$ cat src/rtl/memory_access_if.sv
// memory_access_if: execute-side inputs, data-bus handshake and writeback outputs of the M stage
interface memory_access_if #(parameter int ADDR_W = 32, parameter int REG_W = 5) ();
  logic in_valid;
  logic in_ready;
  logic mem_read_e;
  logic mem_write_e;
  logic [1:0] mem_size_e;
  logic mem_unsigned_e;
  logic memtoreg_e;
  logic reg_write_e;
  logic [REG_W-1:0] rd_e;
  logic [ADDR_W-1:0] aluout_e;
  logic [31:0] writedata_e;
  logic req_valid;
  logic req_write;
  logic [ADDR_W-1:0] req_addr;
  logic [1:0] req_size;
  logic [3:0] req_strobe;
  logic [31:0] req_data;
  logic resp_addr_ok;
  logic resp_data_ok;
  logic [31:0] resp_data;
  logic memtoreg;
  logic reg_write;
  logic [REG_W-1:0] rdM;
  logic [31:0] ReadDataM;
  logic [ADDR_W-1:0] ALUoutM;
  logic addr_err;
  modport master (
    input in_valid, mem_read_e, mem_write_e, mem_size_e, mem_unsigned_e, memtoreg_e,
          reg_write_e, rd_e, aluout_e, writedata_e, resp_addr_ok, resp_data_ok, resp_data,
    output in_ready, req_valid, req_write, req_addr, req_size, req_strobe, req_data,
           memtoreg, reg_write, rdM, ReadDataM, ALUoutM, addr_err
  );
  modport slave (
    output in_valid, mem_read_e, mem_write_e, mem_size_e, mem_unsigned_e, memtoreg_e,
           reg_write_e, rd_e, aluout_e, writedata_e, resp_addr_ok, resp_data_ok, resp_data,
    input in_ready, req_valid, req_write, req_addr, req_size, req_strobe, req_data,
          memtoreg, reg_write, rdM, ReadDataM, ALUoutM, addr_err
  );
endinterface

$ cat src/rtl/memory_access.sv
// memory_access: MIPS M stage running loads/stores over an addr_ok/data_ok data bus
module memory_access #(parameter int ADDR_W = 32, parameter int REG_W = 5) (
  input logic clk,
  input logic reset,
  memory_access_if.master bus
);
  typedef enum logic [1:0] {IDLE, REQ, WAIT, DONE} state_t;
  state_t r_state;
  logic r_write, r_uns, r_m2r, r_rw;
  logic [1:0] r_size;
  logic [REG_W-1:0] r_rd;
  logic [ADDR_W-1:0] r_alu;
  logic w_mem, w_mis, w_done;
  logic [1:0] w_o;
  logic [3:0] w_strb;
  logic [31:0] w_wdata, w_sel, w_load;
  assign w_mem = bus.mem_read_e | bus.mem_write_e;
  assign w_o = bus.aluout_e[1:0];
  assign w_mis = (bus.mem_size_e == 2'd1 && w_o[0]) || (bus.mem_size_e[1] && w_o != 2'd0);
  assign w_strb = bus.mem_size_e[1] ? 4'b1111 : (bus.mem_size_e[0] ? 4'b0011 : 4'b0001) << w_o;
  assign w_wdata = bus.mem_size_e[1] ? bus.writedata_e :
                   bus.mem_size_e[0] ? {2{bus.writedata_e[15:0]}} : {4{bus.writedata_e[7:0]}};
  assign w_sel = bus.resp_data >> {r_alu[1:0], 3'b000};
  assign w_load = r_size[1] ? bus.resp_data :
                  r_size[0] ? {{16{~r_uns & w_sel[15]}}, w_sel[15:0]} :
                              {{24{~r_uns & w_sel[7]}}, w_sel[7:0]};
  assign w_done = (r_state == REQ && bus.resp_addr_ok && bus.resp_data_ok) ||
                  (r_state == WAIT && bus.resp_data_ok);
  always_ff @(posedge clk) begin
    if (reset) begin
      r_state <= IDLE;
      {r_write, r_uns, r_m2r, r_rw, r_size, r_rd, r_alu} <= '0;
      bus.in_ready <= 1'b1;
      {bus.req_valid, bus.req_write, bus.req_addr, bus.req_size, bus.req_strobe, bus.req_data} <= '0;
      {bus.memtoreg, bus.reg_write, bus.rdM, bus.ReadDataM, bus.ALUoutM, bus.addr_err} <= '0;
    end else begin
      bus.reg_write <= 1'b0;
      bus.addr_err <= 1'b0;
      case (r_state)
        IDLE: if (bus.in_valid) begin
          if (!w_mem) begin
            bus.memtoreg <= bus.memtoreg_e;
            bus.reg_write <= bus.reg_write_e;
            bus.rdM <= bus.rd_e;
            bus.ALUoutM <= bus.aluout_e;
          end else if (w_mis) begin
            bus.addr_err <= 1'b1;
          end else begin
            {r_write, r_uns, r_m2r, r_rw} <= {bus.mem_write_e, bus.mem_unsigned_e, bus.memtoreg_e, bus.reg_write_e};
            r_size <= bus.mem_size_e;
            r_rd <= bus.rd_e;
            r_alu <= bus.aluout_e;
            bus.req_valid <= 1'b1;
            bus.req_write <= bus.mem_write_e;
            bus.req_addr <= {bus.aluout_e[ADDR_W-1:2], 2'b00};
            bus.req_size <= bus.mem_size_e;
            bus.req_strobe <= bus.mem_write_e ? w_strb : 4'b0000;
            bus.req_data <= w_wdata;
            bus.in_ready <= 1'b0;
            r_state <= REQ;
          end
        end
        REQ: if (bus.resp_addr_ok) begin
          bus.req_valid <= 1'b0;
          r_state <= bus.resp_data_ok ? DONE : WAIT;
        end
        WAIT: if (bus.resp_data_ok) r_state <= DONE;
        DONE: begin
          bus.in_ready <= 1'b1;
          r_state <= IDLE;
        end
      endcase
      if (w_done) begin
        bus.memtoreg <= r_m2r;
        bus.reg_write <= r_rw & ~r_write;
        bus.rdM <= r_rd;
        bus.ALUoutM <= r_alu;
        if (!r_write) bus.ReadDataM <= w_load;
      end
    end
  end
endmodule
$ cat src/flat_wrapper.sv
// flat-port wrapper written by rule: the top's interface ports become plain ports
module memory_access_flat 
#(parameter int ADDR_W = 32, parameter int REG_W = 5)
  (clk, reset, bus_in_valid, bus_mem_read_e, bus_mem_write_e, bus_mem_size_e, bus_mem_unsigned_e, bus_memtoreg_e, bus_reg_write_e, bus_rd_e, bus_aluout_e, bus_writedata_e, bus_resp_addr_ok, bus_resp_data_ok, bus_resp_data, bus_in_ready, bus_req_valid, bus_req_write, bus_req_addr, bus_req_size, bus_req_strobe, bus_req_data, bus_memtoreg, bus_reg_write, bus_rdM, bus_ReadDataM, bus_ALUoutM, bus_addr_err);
  memory_access_if #(.ADDR_W(ADDR_W), .REG_W(REG_W)) bus_i ();
  input logic clk;
  input logic reset;
  input wire logic [$bits(bus_i.in_valid)-1:0] bus_in_valid;
  input wire logic [$bits(bus_i.mem_read_e)-1:0] bus_mem_read_e;
  input wire logic [$bits(bus_i.mem_write_e)-1:0] bus_mem_write_e;
  input wire logic [$bits(bus_i.mem_size_e)-1:0] bus_mem_size_e;
  input wire logic [$bits(bus_i.mem_unsigned_e)-1:0] bus_mem_unsigned_e;
  input wire logic [$bits(bus_i.memtoreg_e)-1:0] bus_memtoreg_e;
  input wire logic [$bits(bus_i.reg_write_e)-1:0] bus_reg_write_e;
  input wire logic [$bits(bus_i.rd_e)-1:0] bus_rd_e;
  input wire logic [$bits(bus_i.aluout_e)-1:0] bus_aluout_e;
  input wire logic [$bits(bus_i.writedata_e)-1:0] bus_writedata_e;
  input wire logic [$bits(bus_i.resp_addr_ok)-1:0] bus_resp_addr_ok;
  input wire logic [$bits(bus_i.resp_data_ok)-1:0] bus_resp_data_ok;
  input wire logic [$bits(bus_i.resp_data)-1:0] bus_resp_data;
  output wire logic [$bits(bus_i.in_ready)-1:0] bus_in_ready;
  output wire logic [$bits(bus_i.req_valid)-1:0] bus_req_valid;
  output wire logic [$bits(bus_i.req_write)-1:0] bus_req_write;
  output wire logic [$bits(bus_i.req_addr)-1:0] bus_req_addr;
  output wire logic [$bits(bus_i.req_size)-1:0] bus_req_size;
  output wire logic [$bits(bus_i.req_strobe)-1:0] bus_req_strobe;
  output wire logic [$bits(bus_i.req_data)-1:0] bus_req_data;
  output wire logic [$bits(bus_i.memtoreg)-1:0] bus_memtoreg;
  output wire logic [$bits(bus_i.reg_write)-1:0] bus_reg_write;
  output wire logic [$bits(bus_i.rdM)-1:0] bus_rdM;
  output wire logic [$bits(bus_i.ReadDataM)-1:0] bus_ReadDataM;
  output wire logic [$bits(bus_i.ALUoutM)-1:0] bus_ALUoutM;
  output wire logic [$bits(bus_i.addr_err)-1:0] bus_addr_err;
  assign bus_i.in_valid = bus_in_valid;
  assign bus_i.mem_read_e = bus_mem_read_e;
  assign bus_i.mem_write_e = bus_mem_write_e;
  assign bus_i.mem_size_e = bus_mem_size_e;
  assign bus_i.mem_unsigned_e = bus_mem_unsigned_e;
  assign bus_i.memtoreg_e = bus_memtoreg_e;
  assign bus_i.reg_write_e = bus_reg_write_e;
  assign bus_i.rd_e = bus_rd_e;
  assign bus_i.aluout_e = bus_aluout_e;
  assign bus_i.writedata_e = bus_writedata_e;
  assign bus_i.resp_addr_ok = bus_resp_addr_ok;
  assign bus_i.resp_data_ok = bus_resp_data_ok;
  assign bus_i.resp_data = bus_resp_data;
  assign bus_in_ready = bus_i.in_ready;
  assign bus_req_valid = bus_i.req_valid;
  assign bus_req_write = bus_i.req_write;
  assign bus_req_addr = bus_i.req_addr;
  assign bus_req_size = bus_i.req_size;
  assign bus_req_strobe = bus_i.req_strobe;
  assign bus_req_data = bus_i.req_data;
  assign bus_memtoreg = bus_i.memtoreg;
  assign bus_reg_write = bus_i.reg_write;
  assign bus_rdM = bus_i.rdM;
  assign bus_ReadDataM = bus_i.ReadDataM;
  assign bus_ALUoutM = bus_i.ALUoutM;
  assign bus_addr_err = bus_i.addr_err;
  memory_access #(.ADDR_W(ADDR_W), .REG_W(REG_W)) u_core (.clk(clk), .reset(reset), .bus(bus_i));
endmodule
$ cat config.mk
export PLATFORM = sky130hd
export DESIGN_NAME = memory_access_flat
export DESIGN_NICKNAME = d
export VERILOG_FILES = /design/src/rtl/memory_access_if.sv /design/src/rtl/memory_access.sv /design/src/flat_wrapper.sv
export SDC_FILE = /design/constraint.sdc
export NUM_CORES = 1
export LEC_CHECK = 0
export CAP_MARGIN = 20
export CORE_ASPECT_RATIO = 2
export CORE_MARGIN = 2
export CORE_UTILIZATION = 30
export CTS_BUF_LIST = sky130_fd_sc_hd__clkbuf_8
export DETAILED_ROUTE_END_ITERATION = 7
export DONT_BUFFER_PORTS = 1
export SLEW_MARGIN = 15
export SYNTH_ARGS = -nofsm -noshare
export SYNTH_HDL_FRONTEND = slang
export SYNTH_SLANG_ARGS = --single-unit
$ cat constraint.sdc
create_clock -name clk -period 1.99 [get_ports clk]
set_input_delay 0.199 -clock clk [delete_from_list [all_inputs] [get_ports clk]]
set_output_delay 0.199 -clock clk [all_outputs]
set_load 0.02 [all_outputs]
======== Yosys cells after proc, flatten, opt, wreduce, memory -nomap -nowiden ========
Cells that the tools add are included.
word-level totals
  logic and storage cells ................. 101
  flip-flop bits (word level) ............. 185
  output and inout bits ................... 145
  input port bits ......................... 113
operators by class
  muxes and demuxes ....................... 40
  shift-type cells ........................ 2
  equal/unequal tests ..................... 10
  reductions and logical operators ........ 20
  bitwise logic cells ..................... 10
operators with widths
  cell                                            count
  2-to-1 mux 32 bit                               8
  >> shifter 32 x 5 -> 16 bit                     1
  2-to-1 mux 5 bit                                4
  2-to-1 mux 1 bit                                17
  2-to-1 mux 2 bit                                6
  != test 2 bit (second input constant)           5
  AND reduction 5 bit                             2
  nonzero test 2 bit                              5
  2-to-1 mux 4 bit                                2
  one-hot mux 2 bit (4 select lines)              1
  AND reduction 4 bit                             2
  inverter 1 bit                                  6
  logical AND 1 bit                               5
  == test 2 x 1 -> 1 bit (second input constant)  2
  == test 2 bit (second input constant)           2
  one-hot mux 1 bit (2 select lines)              2
  OR reduction 4 bit                              1
  left shift 4 x 2 -> 4 bit                       1
  bitwise AND 1 bit                               3
  AND reduction 3 bit                             1
  logical NOT 2 bit                               1
  logical OR 1 bit                                2
  != test 2 x 1 -> 1 bit (second input constant)  1
  AND reduction 2 bit                             1
  bitwise OR 1 bit                                1

======== Logic depth before layout (Yosys ltp) ========
Gate-level depths: netlist (run 1).
  word-level depth ........................ 7
  gate-level depth with buffers ........... 9
  depth with buffers taken out ............ 6

======== Worst setup path before layout (run 1) ========
No wires, ideal clock.
  kind .................................... register to register
  start point ............................. reg u_core.r_state[0]
  end point ............................... reg u_core.bus.ALUoutM[0]
  arrival time ............................ 1613 ps
  setup time .............................. 137 ps
  buffers on the path ..................... 2
  required time ........................... 1853 ps
  clock period less this slack ............ 1750 ps
  slack ................................... 240 ps
  cell stages (with the launch flop) ...... 8
  cell sequence ........................... dfxtp_1 inv_1 ha_1 a21o_1 nand2_1 clkbuf_1 clkbuf_1 a211oi_1
between the ends
  longest elaborated chain between the ends .. 6
  elaborated cells between the ends (all ways) .. 12
  classes of those cells .................. eq/ne: 3; mux: 1; reduce/logical: 8
ends and longest elaborated chain
  item                                                           RTL line                text
  start: declaration                                             memory_access.sv:8      state_t r_state;
  start signal: assignment                                       memory_access.sv:65     r_state <= bus.resp_data_ok ? DONE : WAIT;
  == test 2 x 1 -> 1 bit                                         memory_access.sv:27     assign w_done = (r_state == REQ && bus.resp_addr_ok && bus.resp_data_ok) ||
  logical AND 1 bit (2 in series)                                memory_access.sv:27
  logical OR 1 bit                                               memory_access.sv:27
  != test 2 bit (no line) or nonzero test 2 bit (tied branches)  -
  AND reduction 3 bit (no line)                                  -
  end signal: assignment                                         memory_access.sv:45     bus.ALUoutM <= bus.aluout_e;
  end signal: assignment                                         memory_access.sv:77     bus.ALUoutM <= r_alu;
  end: declaration                                               memory_access_if.sv:33  memtoreg, reg_write, rdM, ReadDataM, ALUoutM, addr_err
Several ways; a longest one is shown, not always the timed one.
A chain may end at the register's enable or synchronous reset.

======== Worst setup path after layout (run 1) ========
  start point ............................. reg u_core.r_state[1]
  end point ............................... reg u_core.bus.ReadDataM[8]
between the ends
  longest elaborated chain between the ends .. 5
  elaborated cells between the ends (all ways) .. 7
  classes of those cells .................. eq/ne: 2; reduce/logical: 5
ends and longest elaborated chain
  item                               RTL line                text
  == test 2 x 1 -> 1 bit             memory_access.sv:27
  logical AND 1 bit (2 in series)    memory_access.sv:27
  logical OR 1 bit (*)               memory_access.sv:27
  AND reduction 2 bit (no line) (*)  -
  end signal: assignment             memory_access.sv:78     if (!r_write) bus.ReadDataM <= w_load;
  end: declaration                   memory_access_if.sv:33
Mark *: on every way between the ends. The rest lies on a longest branch, timed or not.

==> results of run 1 <==
==> worst max-delay path, stage by stage, from the launching register on <==
cell and delay (ns):
dfxtp_1 0.36, inv_1 0.09, ha_1 0.22, a21o_1 0.22
nand3b_1 0.15, buf_4 0.22, a221oi_1 0.36, nor3_1 0.08
==> state kept, by name, indices dropped and copies added, names as in the netlist, 2 cells and up <==
| name | flops |
|---|---|
| u_core.bus.req_data | 32 |
| u_core.bus.rdM | 5 |
| u_core.r_rd | 5 |
| u_core.r_state | 2 |
| u_core.bus.ALUoutM | 32 |
| u_core.bus.ReadDataM | 32 |
| u_core.bus.req_size | 2 |
| u_core.bus.req_strobe | 4 |
| u_core.r_alu | 31 |
==> metrics by stage <==
stage / worst slack, ns / area [um2] / total power (W)
after global placement: 0.194 / 7160 / 0.00651
after global routing: 0.00929 / 7640 / 0.00938
after floorplan: 0.240 / 7130 / 0.00613
final: 0.172 / 7640 / 0.00888
after CTS: 0.0894 / 7550 / 0.00898
after detailed placement: 0.128 / 7160 / 0.00656
==> power groups by stage <==
stage | combinational [W] | sequential (W) | clock [W]
floorplan | 0.00174 | 0.00439 | 0
global placement | 0.00189 | 0.00462 | 0
detailed placement | 0.00194 | 0.00462 | 0
CTS | 0.00195 | 0.00455 | 0.00248
global route | 0.00219 | 0.00460 | 0.00259
finish | 0.00195 | 0.00454 | 0.00238
==> worst max-delay path by stage <==
stage | slack, ns | from | cells after the start | endpoint
after floorplan | 0.24 | u_core.r_state[0] | 7 | u_core.bus.ALUoutM[0]
after global placement | 0.19 | u_core.r_state[1] | 7 | u_core.bus.ReadDataM[8]
after detailed placement | 0.13 | u_core.r_state[0] | 7 | u_core.bus.req_data[19]
after CTS | 0.09 | u_core.r_state[0] | 7 | u_core.bus.req_data[20]
after global routing | 0.009 | u_core.r_state[0] | 7 | u_core.r_uns
final | 0.17 | u_core.r_state[1] | 7 | u_core.bus.ReadDataM[8]
==> kinds of logic (layout without fill, tap and decap cells) <==
kind of cell / after synthesis / in the layout
DFF: 155 / 155
other: 1 / 4
muxes: 56 / 56
buffers and inverters: 112 / 68
adders and majority gates: 4 / 4
and+or+nand+nor: 302 / 302
AOI/OAI and AO/OA: 204 / 204
==> metal layers <==
layer | global-route usage | wire length (um) | vias up
li1 | - | - | 2765
met1 | 0.165 | 7130 | 2678
met2 | 0.290 | 10800 | 216
met3 | 0.0569 | 1750 | 44
met4 | 0.0873 | 884 | 0
met5 | 0 | 0 | -
==> timing repair <==
action                     CTS  global route
gates resized for setup      0             1
hold buffers                 1             7
setup buffers                0             2
hold endpoints to repair   155           154
setup endpoints to repair    0            39
==> synth_stat cells, drive strengths merged (10+ instances only) <==
cell type and count:
nor2b 10, nor2 77, a211oi 47, a311oi 17
buf 64, mux2i 55, nand3 17, o221ai 10
dfxtp 155, clkbuf 41, nand2b 19, nand2 153
o211ai 10, a21oi 86
==> final cells by class <==
type / instances / area [um2]
fill: 2443 / 15700
multi-input combinational: 568 / 3430
sequential: 155 / 3100
tap: 283 / 354
timing repair buffer: 29 / 338
clock buffer: 17 / 234
clock inverter: 15 / 151
inverter: 7 / 26.3
antenna: 2 / 5.00
==> placed cells by master, fill, tap and decap left out, types with 9 or more instances in the layout <==
| cell | instances |
|---|---|
| nor2_1 | 75 |
| buf_4 | 13 |
| a311oi_2 | 10 |
| nand2b_1 | 19 |
| clkbuf_8 | 17 |
| a21oi_1 | 86 |
| mux2i_1 | 55 |
| o211ai_1 | 10 |
| a211oi_1 | 47 |
| nand2_1 | 152 |
| o221ai_1 | 9 |
| nor2b_1 | 9 |
| dfxtp_1 | 155 |
| nand3_1 | 17 |
==> impl_metrics.json, run 1 <==
{
  "outcome": "complete, but fails checks",
  "failed_checks": "DRC, hold timing",
  "synth-xor-area-share": 0,
  "dieArea_um2": 25100,
  "max_slew_margin": 0.648,
  "drt-total-wl_um": 20600,
  "finalClockSkew_ns": 0.0127,
  "whs_path_depth": 1,
  "grt_use_total": 0.163,
  "grt_pass1_vias": 5567,
  "die_y_um": 222,
  "synth_area_um2": 7120,
  "p_sw_frac": 0.385,
  "yosys_warnings": 0,
  "clkSinkCount": 155,
  "critPathKind": "flip-flop to flip-flop",
  "async_reset_ff_frac": 0,
  "io_buffers": 0,
  "seq_area_frac_synth": 0.436,
  "viasPerCell": 5.30,
  "ys.flop_type": "dfxtp_1",
  "cts_tree": "yes",
  "tns_ns": 0,
  "place.gp.congestion": 0.839,
  "slew_viol_final": 0,
  "p_per_area_nw_per_um2": 1160,
  "avgSynthCellArea_um2": 8.54,
  "finalHoldViolations": 154,
  "start_util": 0.305,
  "cts_made_buffers": 17,
  "p_comb_frac": 0.220,
  "path_max_fanout": 14,
  "p_sw_w": 0.00342,
  "stdcell_count": 1076,
  "hold_slack_ns": -0.199,
  "synth_compound_area_frac": 0.205,
  "gr-total-overflow": 0,
  "leakagePower_nw": 2.53,
  "synth_seq_cells": 155,
  "synth-simple-area-share": 0.186,
  "grt_max_degree": 156,
  "insertion_delay_ns": 0.49,
  "fin_nets": 895,
  "synth_adder_area_share": 0.00703,
  "tightest_slew_ns": 0.515,
  "r2r-start": "u_core.r_state[1]",
  "p_seq_frac": 0.511,
  "drc_errors": 17,
  "synth_edf_count": 0,
  "hold_start": "reset",
  "die_x_um": 113,
  "fmax_mhz": 550,
  "r2r-end": "u_core.bus.ReadDataM[8]",
  "required_ns": 2.35,
  "core_area_um2": 23300,
  "pin_count": 258,
  "p_clk_frac": 0.269,
  "start_kind": "flip-flop",
  "ant_nets": 0,
  "fin_crit_sh": 0.913,
  "clk_pin_slew_ns": 0.08,
  "synthMuxAreaShare": 0.0805,
  "dp_cells": 1032,
  "clock_path_buffers": 2,
  "r2r_cells": 7,
  "cts_max_level": 4,
  "cts-root-buf": "clkbuf_8",
  "synthDistinctLibCells": 46,
  "min_to": "u_core.bus.ALUoutM[31]",
  "internal-power_w": 0.00546,
  "layout_min_cycle_time_ns": 1.82,
  "drtPass1Iterations": 7,
  "syn_to_final_growth_pct": 7.33,
  "dp_hpwl_um": 14600,
  "rows": 79,
  "rrSetupSlack_ns": 0.17,
  "final-setup-viol-count": 0,
  "hold_path.class": "primary input to flip-flop",
  "synth_top_cell_area_share": 0.436,
  "grt_pass1_wl_um": 31800,
  "drive_above_1_share": 0.0986,
  "antenna_found_initial": 2,
  "post-route-util": 0.328,
  "drv_cap": 0,
  "synth_area_leader_cell": "dfxtp_1",
  "worstPathArrival_ns": 2.18,
  "synth.area.top_cells": "dfxtp_1, nand2_1, mux2i_1",
  "postSynthCellCount": 834,
  "wl_per_cell_um": 19.1,
  "dr_total_vias": 5703,
  "drt_iter0_drc": 404,
  "synth_top_family_by_area": "compound AO/OA/AOI/OAI gates",
  "crit_path_end_kind": "flip-flop",
  "peakVddDrop_v": 0.000567,
  "rsz0062_at_grt": "no"
}
(Power assumes the default switching activity.)
==> run 2: changes to the inputs <==
Settings changed: MAX_ROUTING_LAYER set to met4, PLACE_DENSITY_LB_ADDON set to 0.05.
==> run 2 against run 1 <==
Compared with the run above: the flow still finishes with violations (DRC, hold timing); critical path depth shrank 2; maximum frequency is 1.9% lower; setup slack worse by 0.035 ns; clock power increased by 12%; critical endpoint is now u_core.bus.ReadDataM[2].
==> impl_metrics.json, run 2 (synthesis results as in run 1) <==
{
  "outcome": "complete, but fails checks",
  "post-route-util": 0.328,
  "antenna_found_initial": 0,
  "p_seq_frac": 0.493,
  "reg.largest.list": "u_core.bus.ALUoutM x32, u_core.bus.ReadDataM x32, u_core.bus.req_data x32",
  "tns_ns": 0,
  "clkSinkCount": 155,
  "drt-total-wl_um": 22900,
  "fin_crit_sh": 0.931,
  "ant_nets": 0,
  "required_ns": 2.40,
  "leakagePower_nw": 2.56,
  "finalHoldViolations": 154,
  "worstPathArrival_ns": 2.26,
  "fmax_mhz": 540,
  "p_comb_frac": 0.220,
  "drive_above_1_share": 0.0982,
  "p_sw_w": 0.00329,
  "core_area_um2": 23300,
  "syn_to_final_growth_pct": 7.50,
  "layout_min_cycle_time_ns": 1.85,
  "place.gp.congestion": 0.854,
  "rows": 79,
  "max_slew_margin": 0.673,
  "grt_pass1_vias": 5632,
  "cts_hold_buf": 1,
  "die_x_um": 113,
  "grt_use_total": 0.188,
  "rrSetupSlack_ns": 0.14,
  "internal-power_w": 0.00595,
  "critPathKind": "flip-flop to flip-flop",
  "path_max_fanout": 26,
  "tightest_slew_ns": 0.478,
  "dieArea_um2": 25100,
  "timing.final.ws_setup_ns": 0.138,
  "clock_path_buffers": 2,
  "grt_pass1_wl_um": 34800,
  "p_sw_frac": 0.356,
  "io_buffers": 0,
  "fin_nets": 891,
  "peakVddDrop_v": 0.000542,
  "pin_count": 258,
  "crit_path_end_kind": "flip-flop",
  "insertion_delay_ns": 0.48,
  "failed_checks": "DRC, hold timing",
  "p_clk_frac": 0.288,
  "cts-root-buf": "clkbuf_8",
  "place_ws_ns": 0.0759,
  "hold_path.class": "primary input to flip-flop",
  "gr-total-overflow": 0,
  "final_cell_mix": "dfxtp_1, nand2_1, a21oi_1",
  "drv_cap": 0,
  "drt_iter0_drc": 315,
  "cts_made_buffers": 17,
  "wl_per_cell_um": 21.5,
  "grt_max_degree": 156,
  "clk_pin_slew_ns": 0.08,
  "drtPass1Iterations": 7,
  "dp_hpwl_um": 16600,
  "cts_tree": "yes",
  "hold_slack_ns": -0.202,
  "start_util": 0.305,
  "cts_max_level": 4,
  "p_per_area_nw_per_um2": 1210,
  "die_y_um": 222,
  "viasPerCell": 5.35,
  "final-setup-viol-count": 0,
  "drc_errors": 17,
  "finalClockSkew_ns": 0.00774,
  "final_common_cell": "dfxtp_1",
  "dr_total_vias": 5709,
  "slew_viol_final": 0,
  "start_kind": "flip-flop",
  "rsz0062_at_grt": "no",
  "diodes": 0
}
-- run 2: power groups by stage --
| stage | clock, W | combinational, W | sequential, W |
|---|---|---|---|
| 5_1_grt | 0.00288 | 0.00230 | 0.00461 |
| 3_5_place_dp | 0 | 0.00199 | 0.00464 |
| 2_1_floorplan | 0 | 0.00174 | 0.00439 |
| 4_1_cts | 0.00277 | 0.00200 | 0.00457 |
| 6_report | 0.00266 | 0.00203 | 0.00455 |
| 3_3_place_gp | 0 | 0.00194 | 0.00463 |
-- run 2: cell type report --
| cell class | count | area (um2) |
|---|---|---|
| fill | 2475 | 15700 |
| clock buffer | 21 | 289 |
| tap | 283 | 354 |
| timing repair buffer | 25 | 308 |
| inverter | 7 | 26.3 |
| multi-input combinational | 568 | 3430 |
| sequential | 155 | 3100 |
| clock inverter | 8 | 143 |
-- run 2: final timing paths --
path | startpoint | end | depth (start not counted)
min reg2reg | u_core.r_m2r | u_core.r_m2r | 2
max reg2reg | u_core.r_alu[0] | u_core.bus.ReadDataM[2] | 5
min | reset | u_core.bus.ALUoutM[22] | 1
max | u_core.r_alu[0] | u_core.bus.ReadDataM[2] | 5
-- run 2: worst max-delay path, stage by stage (launching register included) --
cell and delay [ns]:
dfxtp_1 0.43, buf_12 0.20, nand2b_1 0.32, a2bb2oi_1 0.44, o221ai_1 0.23, a21oi_1 0.17
-- run 2: repair_timing --
item / 4_1_cts / 5_1_grt
buffers inserted: 0 / 3
endpoints found under the hold margin: 155 / 154
setup endpoints to repair: 0 / 35
resized for setup: 0 / 1
-- run 2: stage by stage --
| step | area [um2] | std cells | power (W) |
|---|---|---|---|
| finish | 7660 | 1067 | 0.00923 |
| global route | 7660 | 1067 | 0.00979 |
| CTS | 7590 | 1063 | 0.00933 |
| detailed placement | 7150 | 1033 | 0.00662 |
| global placement | 7150 | 1033 | 0.00657 |
| floorplan | 7130 | 835 | 0.00613 |
-- run 2: layer usage --
layer  wire length, um  vias to the layer above  part of all wire  global-route usage
met5                 0                        -                 0                   -
met2             12300                      241              0.54               0.326
li1                  -                     2759                 -                   -
met1              7650                     2664              0.33               0.179
met3              2100                       45             0.092              0.0727
met4               881                        0             0.038              0.0924
==> run 3: changes to the inputs <==
Settings changed: TNS_END_PERCENT set to 5.
==> run 3 against run 2 <==
Compared with the run above: the flow still finishes with violations (DRC, hold timing); clock power about the same; highest routed layer unchanged; maximum frequency decreased by 3.0%; global-route usage unchanged.
==> impl_metrics.json, run 3 (synthesis results as in run 1) <==
{
  "outcome": "complete, but fails checks",
  "failed_checks": "DRC, hold timing",
  "internal-power_w": 0.00591,
  "core_area_um2": 23300,
  "r2r-start": "u_core.r_alu[1]",
  "cp_cell_sequence": "buf_4 -> mux2i_1 -> o21ai_1 -> o21ai_4 -> a311oi_1",
  "p_sw_frac": 0.357,
  "hold_slack_ns": -0.202,
  "cp_slowest_stage_delay_ns": 0.51,
  "die_x_um": 113,
  "drt_iter0_drc": 319,
  "hold_path.class": "primary input to flip-flop",
  "fin_crit_sh": 0.960,
  "peakVddDrop_v": 0.000542,
  "drtPass1Iterations": 6,
  "pin_count": 258,
  "cts_tree": "yes",
  "required_ns": 2.33,
  "final_common_cell": "dfxtp_1",
  "finalClockSkew_ns": 0.00741,
  "insertion_delay_ns": 0.48,
  "drt-total-wl_um": 22800,
  "clock_path_buffers": 2,
  "path_max_fanout": 16,
  "ant_nets": 0,
  "gr-total-overflow": 0,
  "dieArea_um2": 25100,
  "hold_start": "reset",
  "drive_above_1_share": 0.0959,
  "cts_hold_buf": 1,
  "n_fill_cell": 2477,
  "start_kind": "flip-flop",
  "fin_nets": 889,
  "p_comb_frac": 0.216,
  "dpl_cell_area_um2": 7150,
  "total_power_w": 0.00919,
  "crit_start": "u_core.r_alu[1]",
  "antenna_found_initial": 0,
  "cts_max_level": 4,
  "p_clk_frac": 0.290,
  "viasPerCell": 5.31,
  "rsz0062_at_grt": "yes",
  "cts-root-buf": "clkbuf_8",
  "grt_pass1_wl_um": 34800,
  "syn_to_final_growth_pct": 6.85,
  "dr_total_vias": 5655,
  "diodes": 0,
  "cp_slowest_cell": "o21ai_4",
  "grt_use_total": 0.188,
  "p_sw_w": 0.00328,
  "reg.largest.list": "u_core.bus.ALUoutM x32, u_core.bus.ReadDataM x32, u_core.bus.req_data x32",
  "drc_errors": 17,
  "drv_cap": 0,
  "final-setup-viol-count": 0,
  "worstPathArrival_ns": 2.25,
  "clkSinkCount": 155,
  "crit_path_end_kind": "flip-flop",
  "fmax_mhz": 524,
  "postLayoutCellArea_um2": 7610,
  "cts_made_buffers": 17,
  "p_seq_frac": 0.495,
  "dp_hpwl_um": 16600,
  "path_buf_inv": 1,
  "p_per_area_nw_per_um2": 1210,
  "tightest_slew_ns": 0.566,
  "final_cell_mix": "dfxtp_1, nand2_1, a21oi_1",
  "grt_pass1_vias": 5632,
  "die_y_um": 222,
  "slew_viol_final": 0,
  "tns_ns": 0,
  "clk_pin_slew_ns": 0.09,
  "finalHoldViolations": 154,
  "place.gp.congestion": 0.854,
  "max_slew_margin": 0.621,
  "wl_per_cell_um": 21.4,
  "start_util": 0.305,
  "layout_min_cycle_time_ns": 1.91,
  "critPathKind": "flip-flop to flip-flop",
  "leakagePower_nw": 2.54,
  "io_buffers": 0,
  "rows": 79,
  "grt_max_degree": 156,
  "critPathTopFamily": "compound AO/OA/AOI/OAI gates",
  "post-route-util": 0.326
}
run 3: path summary, 6_finish.rpt:
kind              slack (ns)  cells after the start                  endpoint
hold reg to reg         0.46                      2              u_core.r_m2r
setup / recovery        0.08                      5  u_core.bus.ReadDataM[31]
setup reg to reg        0.08                      5  u_core.bus.ReadDataM[31]
hold / removal         -0.20                      1    u_core.bus.ALUoutM[22]
run 3: final cells by class:
type                    count  area, um2  share of cell area
clock buffers              21        289              0.0380
flip-flops and latches    155       3100               0.408
well taps                 283        354              0.0465
clock inverters             8        143              0.0187
inverters                   7       26.3             0.00345
repair buffers             23        263              0.0345
multi-input cells         568       3430               0.451
run 3: worst register-to-register path, cell delays in order (launching register included):
cell,delay [ns]
dfxtp_1,0.40
buf_4,0.16
mux2i_1,0.32
o21ai_1,0.19
o21ai_4,0.51
a311oi_1,0.19
run 3: timing repair:
item,in CTS,in global routing
endpoints found under the hold margin,155,154
buffers inserted,0,2
endpoints found under the setup margin,0,35
gates resized for setup,0,1
run 3: power groups by stage:
stage                     Clock, W  Combinational [W]  Sequential, W
after detailed placement         0            0.00199        0.00464
after global placement           0            0.00194        0.00463
after CTS                  0.00277            0.00200        0.00457
final                      0.00266            0.00198        0.00455
after floorplan                  0            0.00174        0.00439
after global routing       0.00288            0.00225        0.00461
run 3: routing by layer:
metal  wire length [um]  vias up  global-route usage
li1                   -     2748                   -
met4                903        0              0.0924
met5                  0        -                   -
met1               7640     2631               0.179
met2              12100      231               0.326
met3               2070       45              0.0727
run 3: stage by stage:
stage / instances / setup slack [ns]
floorplan: 835 / 0.240
CTS: 1063 / 0.0649
global route: 1065 / -0.00385
finish: 1065 / 0.0803
global placement: 1033 / 0.160
detailed placement: 1033 / 0.0759
